**config.mk**
```make
export PLATFORM = sky130hd
export DESIGN_NAME = sonar_scheduler_flat
export DESIGN_NICKNAME = d
export VERILOG_FILES = /design/src/rtl/sonar_if.sv /design/src/rtl/sonar_scheduler.sv /design/src/flat_wrapper.sv
export SDC_FILE = /design/constraint.sdc
export NUM_CORES = 1
export LEC_CHECK = 0
export CAP_MARGIN = 20
export CORE_UTILIZATION = 25
export CTS_BUF_LIST = sky130_fd_sc_hd__clkbuf_16
export DETAILED_ROUTE_END_ITERATION = 10
export RECOVER_POWER = 50
export SLEW_MARGIN = 10
export SYNTH_ARGS = -nofsm -noshare
export SYNTH_HDL_FRONTEND = slang
export SYNTH_SLANG_ARGS = --single-unit
```
**constraint.sdc**
```tcl
create_clock -name clk -period 3.6 [get_ports clk]
set_input_delay 0.9 -clock clk [delete_from_list [all_inputs] [get_ports clk]]
set_output_delay 0.9 -clock clk [all_outputs]
set_load 0.05 [all_outputs]
```
**src/rtl/sonar_if.sv**
```systemverilog
// Signal bundle between the sonar scheduler, its ranging engine and the result consumer.
// Engine handshake: eng_measure is a one-cycle request and the engine answers with a one-cycle
// eng_valid carrying eng_ticks; eng_valid only counts while a request is outstanding (at most one).
interface sonar_if #(
   parameter int NUM_CH = 4
) ();
   logic                   enable;
   logic [NUM_CH-1:0]      ch_mask;
   logic                   eng_measure;
   logic                   eng_valid;
   logic [15:0]            eng_ticks;
   logic [1:0]             ch_sel;
   logic [16*NUM_CH-1:0]   result;
   logic [NUM_CH-1:0]      fresh;
   logic [NUM_CH-1:0]      fresh_clr;
   logic [NUM_CH-1:0]      timeout_err;
   logic                   busy;

   modport master (
      output enable, ch_mask, eng_valid, eng_ticks, fresh_clr,
      input  eng_measure, ch_sel, result, fresh, timeout_err, busy
   );

   modport slave (
      input  enable, ch_mask, eng_valid, eng_ticks, fresh_clr,
      output eng_measure, ch_sel, result, fresh, timeout_err, busy
   );
endinterface

```
**src/rtl/sonar_scheduler.sv**
```systemverilog
// Round-robin scheduler sharing one ultrasonic ranging engine across NUM_CH channels,
// with settle, timeout and echo-decay guard intervals and per-channel result registers.
module sonar_scheduler #(
   parameter int NUM_CH         = 4,
   parameter int SETTLE_CYCLES  = 50,
   parameter int TIMEOUT_CYCLES = 2500000,
   parameter int GUARD_CYCLES   = 3000000
) (
   input  logic       clk,
   input  logic       rst_n,
   sonar_if.slave     bus,
   output logic [2:0] dbg_state
);
   typedef enum logic [2:0] {
      S_IDLE   = 3'd0,
      S_SELECT = 3'd1,
      S_SETTLE = 3'd2,
      S_START  = 3'd3,
      S_WAIT   = 3'd4,
      S_GUARD  = 3'd5
   } state_t;

   localparam logic [31:0] SETTLE_LAST  = 32'(SETTLE_CYCLES - 1);
   localparam logic [31:0] TIMEOUT_LAST = 32'(TIMEOUT_CYCLES - 1);
   localparam logic [31:0] GUARD_LAST   = 32'(GUARD_CYCLES - 1);
   localparam logic [1:0]  LAST_CH      = 2'(NUM_CH - 1);

   state_t               state_q, state_d;
   logic [31:0]          cnt_q, cnt_d;
   logic [1:0]           cur_q, cur_d;
   logic [1:0]           ch_sel_q, ch_sel_d;
   logic [16*NUM_CH-1:0] result_q, result_d;
   logic [NUM_CH-1:0]    fresh_q, fresh_d;
   logic [NUM_CH-1:0]    terr_q, terr_d;
   logic [NUM_CH-1:0]    set_fresh;
   logic                 eng_measure_q, eng_measure_d;
   logic                 busy_q, busy_d;
   logic [1:0]           next_ch, scan;
   logic                 found;

   // Upward search from cur+1; the last step lands back on cur, so cur wins only when alone.
   always_comb begin
      next_ch = cur_q;
      scan    = cur_q;
      found   = 1'b0;
      for (int k = 0; k < NUM_CH; k++) begin
         scan = (scan == LAST_CH) ? 2'd0 : scan + 2'd1;
         if (!found && bus.ch_mask[scan]) begin
            next_ch = scan;
            found   = 1'b1;
         end
      end
   end

   always_comb begin
      state_d   = state_q;
      cur_d     = cur_q;
      ch_sel_d  = ch_sel_q;
      result_d  = result_q;
      terr_d    = terr_q;
      set_fresh = '0;
      unique case (state_q)
         S_IDLE: if (bus.enable && (|bus.ch_mask)) state_d = S_SELECT;
         S_SELECT: begin
            if (|bus.ch_mask) begin
               cur_d    = next_ch;
               ch_sel_d = next_ch;
               state_d  = S_SETTLE;
            end else begin
               state_d = S_IDLE;
            end
         end
         S_SETTLE: if (cnt_q >= SETTLE_LAST) state_d = S_START;
         S_START:  state_d = S_WAIT;
         S_WAIT: begin
            // A response in the final timeout cycle still counts as a good reading.
            if (bus.eng_valid) begin
               result_d[{ch_sel_q, 4'b0000} +: 16] = bus.eng_ticks;
               set_fresh[ch_sel_q] = 1'b1;
               terr_d[ch_sel_q]    = 1'b0;
               state_d             = S_GUARD;
            end else if (cnt_q >= TIMEOUT_LAST) begin
               result_d[{ch_sel_q, 4'b0000} +: 16] = 16'hFFFF;
               set_fresh[ch_sel_q] = 1'b1;
               terr_d[ch_sel_q]    = 1'b1;
               state_d             = S_GUARD;
            end
         end
         S_GUARD: if (cnt_q >= GUARD_LAST) state_d = bus.enable ? S_SELECT : S_IDLE;
         default: state_d = S_IDLE;
      endcase
      fresh_d       = (fresh_q & ~bus.fresh_clr) | set_fresh;
      cnt_d         = (state_d != state_q) ? 32'd0 : ((&cnt_q) ? cnt_q : cnt_q + 32'd1);
      eng_measure_d = (state_d == S_START);
      busy_d        = (state_d != S_IDLE);
   end

   always_ff @(posedge clk or negedge rst_n) begin
      if (!rst_n) begin
         state_q       <= S_IDLE;
         cnt_q         <= '0;
         cur_q         <= LAST_CH;
         ch_sel_q      <= '0;
         result_q      <= '0;
         fresh_q       <= '0;
         terr_q        <= '0;
         eng_measure_q <= 1'b0;
         busy_q        <= 1'b0;
      end else begin
         state_q       <= state_d;
         cnt_q         <= cnt_d;
         cur_q         <= cur_d;
         ch_sel_q      <= ch_sel_d;
         result_q      <= result_d;
         fresh_q       <= fresh_d;
         terr_q        <= terr_d;
         eng_measure_q <= eng_measure_d;
         busy_q        <= busy_d;
      end
   end

   assign bus.eng_measure = eng_measure_q;
   assign bus.ch_sel      = ch_sel_q;
   assign bus.result      = result_q;
   assign bus.fresh       = fresh_q;
   assign bus.timeout_err = terr_q;
   assign bus.busy        = busy_q;
   assign dbg_state       = state_q;
endmodule
```
**src/flat_wrapper.sv**
```systemverilog
// flat-port wrapper written by rule: the top's interface ports become plain ports
module sonar_scheduler_flat 
#(
   parameter int NUM_CH         = 4,
   parameter int SETTLE_CYCLES  = 50,
   parameter int TIMEOUT_CYCLES = 2500000,
   parameter int GUARD_CYCLES   = 3000000
)
  (clk, rst_n, dbg_state, bus_enable, bus_ch_mask, bus_eng_valid, bus_eng_ticks, bus_fresh_clr, bus_eng_measure, bus_ch_sel, bus_result, bus_fresh, bus_timeout_err, bus_busy);
  sonar_if #(.NUM_CH(NUM_CH)) bus_i ();
  input  logic clk;
  input  logic rst_n;
  output logic [2:0] dbg_state;
  input wire logic [$bits(bus_i.enable)-1:0] bus_enable;
  input wire logic [$bits(bus_i.ch_mask)-1:0] bus_ch_mask;
  input wire logic [$bits(bus_i.eng_valid)-1:0] bus_eng_valid;
  input wire logic [$bits(bus_i.eng_ticks)-1:0] bus_eng_ticks;
  input wire logic [$bits(bus_i.fresh_clr)-1:0] bus_fresh_clr;
  output wire logic [$bits(bus_i.eng_measure)-1:0] bus_eng_measure;
  output wire logic [$bits(bus_i.ch_sel)-1:0] bus_ch_sel;
  output wire logic [$bits(bus_i.result)-1:0] bus_result;
  output wire logic [$bits(bus_i.fresh)-1:0] bus_fresh;
  output wire logic [$bits(bus_i.timeout_err)-1:0] bus_timeout_err;
  output wire logic [$bits(bus_i.busy)-1:0] bus_busy;
  assign bus_i.enable = bus_enable;
  assign bus_i.ch_mask = bus_ch_mask;
  assign bus_i.eng_valid = bus_eng_valid;
  assign bus_i.eng_ticks = bus_eng_ticks;
  assign bus_i.fresh_clr = bus_fresh_clr;
  assign bus_eng_measure = bus_i.eng_measure;
  assign bus_ch_sel = bus_i.ch_sel;
  assign bus_result = bus_i.result;
  assign bus_fresh = bus_i.fresh;
  assign bus_timeout_err = bus_i.timeout_err;
  assign bus_busy = bus_i.busy;
  sonar_scheduler #(.NUM_CH(NUM_CH), .SETTLE_CYCLES(SETTLE_CYCLES), .TIMEOUT_CYCLES(TIMEOUT_CYCLES), .GUARD_CYCLES(GUARD_CYCLES)) u_core (.clk(clk), .rst_n(rst_n), .bus(bus_i), .dbg_state(dbg_state));
endmodule
```
* Yosys cells after proc, flatten, opt, wreduce, memory -nomap -nowiden
Cells that the tools add are included.
** Storage, ports and cells
- Bits in read-only memories :: 0
- RAM bits :: 0
- Output and inout port bits :: 79
- Memories :: 0
- Register bits after elaboration :: 113
- Bits in latches :: 0
** Cells by class
- Shift-type cells :: 3
- Add/subtract/negate cells :: 6
- Bitwise operators :: 6
- Multiply operators :: 0
- $lt $le $gt $ge :: 9
- Mux-type cells :: 40
- Divide/modulo/power cells :: 0
- Equal/unequal tests :: 12
- Reductions and logical operators :: 15
** Operator list (count)
- $bwmux W64 :: 2
- $mux W64 :: 2
- $ge A32 B22 Y1 const B :: 2
- $mux W32 :: 2
- $shift A16 B8 Y64 const A :: 1
- $shiftx A16 B8 Y64 :: 1
- $shiftx A16 B8 Y64 const A :: 1
- $add A32 B1 Y32 const B :: 1
- $ge A32 B6 Y1 const B :: 1
- $reduce_and A32 Y1 :: 1
- $mux W4 :: 5
- $mux W2 :: 9
- $pmux W3 S6 :: 1
- $lt A2 B3 Y1 const B :: 5
- $mux W3 :: 5
- $eq A3 B2 Y1 const B :: 3
- $mux W1 :: 9
- $add A2 B1 Y2 const B :: 4
- $and A4 B4 Y4 :: 2
- $bmux W1 S2 :: 4
- $eq A2 B2 Y1 const B :: 4
- $neg A6 Y8 :: 1
- $not A4 Y4 :: 2
- $or A4 B4 Y4 :: 2
- 13 further kinds :: 21

* Logic depth before layout (Yosys ltp)
- Depth after elaboration :: 14
- Depth in mapped cells :: 9
- Mapped depth without buffers :: 8

* Worst setup path before layout
OpenSTA, ideal clock, no wires.
- Path kind :: input to register
- Start point :: in bus_ch_mask[0]
- End point :: reg u_core.cnt_q[6]
- Slack :: 0.762 ns
- Required time :: 3.520 ns
- Data arrival time :: 2.758 ns
- Cell stages on the path :: 8
- Library setup time :: 0.080 ns
- Cells stage by stage :: clkbuf_1 nor4_1 nor3b_1 or3_1 o221a_1 a2111o_1 buf_2 nor3b_2
** Between the ends
- Cells in the longest elaborated chain, start to end :: 6
- Elaborated cells between the ends (all ways) :: 8
- Those cells by class :: 2 x eq/ne; 4 x mux; 2 x reduce/logical
** Ends and longest elaborated chain
- start: declaration :: line flat_wrapper.sv:15 : input wire logic [$bits(bus_i.ch_mask)-1:0] bus_ch_mask;
- $reduce_or A4 Y1 (*) :: line sonar_scheduler.sv:63, sonar_scheduler.sv:65
- $logic_and A1 B1 Y1 :: line sonar_scheduler.sv:63 : S_IDLE: if (bus.enable && (|bus.ch_mask)) state_d = S_SELECT;
- $mux W3 :: line sonar_scheduler.sv:63
- $pmux W3 S6 (*) :: line sonar_scheduler.sv:62 : unique case (state_q)
- $ne A3 B3 Y1 (*) :: line sonar_scheduler.sv:93 : cnt_d = (state_d != state_q) ? 32'd0 : ((&cnt_q) ? cnt_q : cnt_q + 32'd1);
- $ne A2 B1 Y1 (no source line) / $mux W32 (equally long branches)
- end signal: assignment :: line sonar_scheduler.sv:111 : cnt_q <= cnt_d;
- end: declaration :: line sonar_scheduler.sv:29 : logic [31:0] cnt_q, cnt_d;
Every way passes the cells marked *; elsewhere a longest branch is shown, timed or not.
A chain may end at the register's enable or synchronous reset.

* Worst setup path in the final report
- Start point :: in bus_ch_mask[3]
- End point :: reg u_core.cnt_q[7]
Same word-level chain as after synthesis.

==> qor.yml <==
outcome: "finished, violations left"
violations: "max-capacitance violations, max-slew violations"
dr.pass1.iters: 5
root_buffer: "clkbuf_16"
dp_cells: 999
cp_top_family: "simple AND/OR/NAND/NOR gates"
max-vdd-ir-drop_v: 0.000484
seqPwrFrac_pct: 28.3
layout-drive-gt1-share_pct: 6.84
die_area_um2: 23800
cts_num_sinks: 113
cap_violations: 1
yosysTopAreaCell: "dfrtp_1"
dp_hpwl_um: 11500
num_rows: 55
whs_ps: 469
synth_top_area_share_pct: 47.8
yosysSeqAreaShare_pct: 48.7
place.gp.congestion: 0.863
p_clk_share_pct: 23.8
overflow: 0
place_area_um2: 7170
post_cts_resized: 0
final.min_clock_period_ps: 3030
ys_types: 53
start_kind: "input pin"
leakage_nw: 3.64
finalSetupViolations: 0
critPathCaptureType: "flop"
grt_max_degree: 69
skew_ps: 12.8
fin_util_pct: 34.1
path_max_fanout: 13
stdcell_area_um2: 7750
diodes: 0
final_nets: 771
worstRegToRegCells: 7
postCtsSetupRepairBufs: 0
critical_path_required_ps: 3920
finalWorstSetupSlack_ps: 570
die_w_um: 154
fmax_ghz: 0.330
grtUsageTotal_pct: 14.4
worst_pin_slew_ps: 2590
cp.depth: 8
cts_made_buffers: 17
yosys_warnings: 0
slew-limit-headroom_pct: -72.6
placeableCoreArea_um2: 22700
synth-edff-count: 0
drv_slew: 46
clockBufferDepth: 2
worstSetupPathType: "in2reg"
p_int_mw: 3.87
h-tree-depth: 4
finalHoldViolCount: 0
antenna_found_initial: 0
rsz0062_at_grt: "false"
cts.clk_slew.worst_paths_ps: 60
drcViolationCount: 0
via_count: 4995
grt_pass1_wl_um: 27000
post-route-period-util_pct: 84.2
initial_utilization_pct: 25.6
comb_power_share_pct: 47.9
synthTopCellsByCount: "dfrtp_1 (111), nand2_1 (85), a21oi_1 (72)"
viasPerCell: 4.84
p_sw_mw: 3.16
p_sw_share_pct: 44.9
num_io_pins: 107
yosysMostFrequentCell: "dfrtp_1"
power_mw: 7.03
totalWireLength_um: 16500
syn_nets: 679
p_per_area_nw_per_um2: 907
wl_per_cell_um: 16.0
grt_pass1_vias: 4898
hold_class: "reg2reg"
io_buffer_count: 106
ys.flop_type: "dfrtp_1"
cts_tree: "built"
clk_latency_ps: 410
cp_slowest_cell: "dlygate4sd3_1"
synth_area_per_cell_um2: 9.06
ctsHoldBuffers: 0
critPathArrivalTime_ps: 3350
synth.area.top_cells: "dfrtp_1 (48%), a21o_1 (8.4%), a21oi_1 (6.2%)"
critPathMaxStageDelay_ps: 620
syn_to_final_growth_pct: 33.4
synth-seq-cells: 113
place_ws_ps: 262
path_buf_inv: 2
syn_area_um2: 5810
async_reset_ff_share_pct: 100
drt_iter0_drc: 285
tns_ps: 0
holdPathStages: 1
crit_chain: "dlygate4sd3_1 > nor4_1 > nor3b_1 > or3_1 > o221a_1 > a2111o_1 > buf_4 > a211oi_1"
postRouteAntennaNets: 0
synthCells: 641
die_h_um: 154
instances_no_fill: 1031
[cell families (layout without fill, tap and decap cells)]
| logic type | count (synthesis) | in the layout | synth area share [%] |
|---|---|---|---|
| multiplexers | 5 | 5 | 0.883 |
| AO/OA/AOI/OAI | 189 | 189 | 21.0 |
| buffers and inverters | 65 | 170 | 4.29 |
| flip-flops | 113 | 113 | 48.7 |
| XOR/XNOR | 25 | 25 | 3.77 |
| AND/OR/NAND/NOR | 234 | 234 | 19.2 |
| adder cells (fa/ha/maj) | 10 | 10 | 2.15 |
[flip-flops by register name, summed over array words and instances (netlist names), named ones only]
name,flops
u_core.bus.result,64
u_core.cur_q,2
u_core.bus.ch_sel,2
u_core.dbg_state,3
u_core.cnt_q,32
u_core.bus.eng_measure,1
u_core.bus.fresh,4
u_core.bus.busy,1
[power by group through the flow]
stage	sequential, mW	clock, mW	combinational (mW)
2_1_floorplan	3.28	0	0.958
3_3_place_gp	2.00	0	3.44
3_5_place_dp	2.01	0	3.45
4_1_cts	2.00	1.71	3.46
5_1_grt	2.04	1.76	3.58
6_report	1.99	1.67	3.37
[final cells by class]
cell class	count	area, µm²
multi-input cells	463	2750
well taps	285	357
flip-flops and latches	113	2830
clock buffers	17	425
repair buffers	120	1170
clock inverters	15	154
inverters	18	67.6
fillers	2316	15000
[per-layer routing]
metal	track usage, %	wire (µm)	vias up	part of all wire, %
li1	-	-	2459	-
met1	19.9	7980	2383	48
met2	22.3	7490	133	45
met3	2.86	728	20	4.4
met4	5.42	280	0	1.7
met5	0	0	-	0
[worst paths after layout]
check	from	to	slack (ps)
worst max-delay path	bus_ch_mask[3]	u_core.cnt_q[7]$_DFFE_PN0P_	570
worst min-delay path	u_core.bus.result[6]$_DFFE_PN0P_	u_core.bus.result[6]$_DFFE_PN0P_	470
worst min register to register	u_core.bus.result[6]$_DFFE_PN0P_	u_core.bus.result[6]$_DFFE_PN0P_	470
min in group asynchronous	rst_n	u_core.bus.result[54]$_DFFE_PN0P_	1290
worst max register to register	u_core.cnt_q[12]$_DFFE_PN0P_	u_core.cnt_q[15]$_DFFE_PN0P_	770
max in group asynchronous	rst_n	u_core.bus.result[32]$_DFFE_PN0P_	810
[cell usage in the layout (no fill, tap or decap), types with 4 or more instances in the layout]
| cell | n |
|---|---|
| nand4_1 | 15 |
| nand3_1 | 20 |
| o211ai_1 | 6 |
| a21oi_1 | 72 |
| o21a_1 | 4 |
| o21ai_0 | 18 |
| inv_1 | 21 |
| xnor2_1 | 13 |
| xor2_1 | 12 |
| a21o_1 | 65 |
| and3_1 | 9 |
| mux2i_1 | 4 |
| dfrtp_1 | 111 |
| clkbuf_16 | 17 |
| nand2_1 | 85 |
| a211oi_1 | 4 |
| clkdlybuf4s50_1 | 66 |
| ha_1 | 10 |
| nor2_1 | 55 |
| or3_1 | 5 |
| nor4_1 | 11 |
| and2_1 | 6 |
| dlygate4sd3_1 | 38 |
| nor3_1 | 10 |
| buf_4 | 13 |
Note: power is estimated with default switching activity, not from simulation.
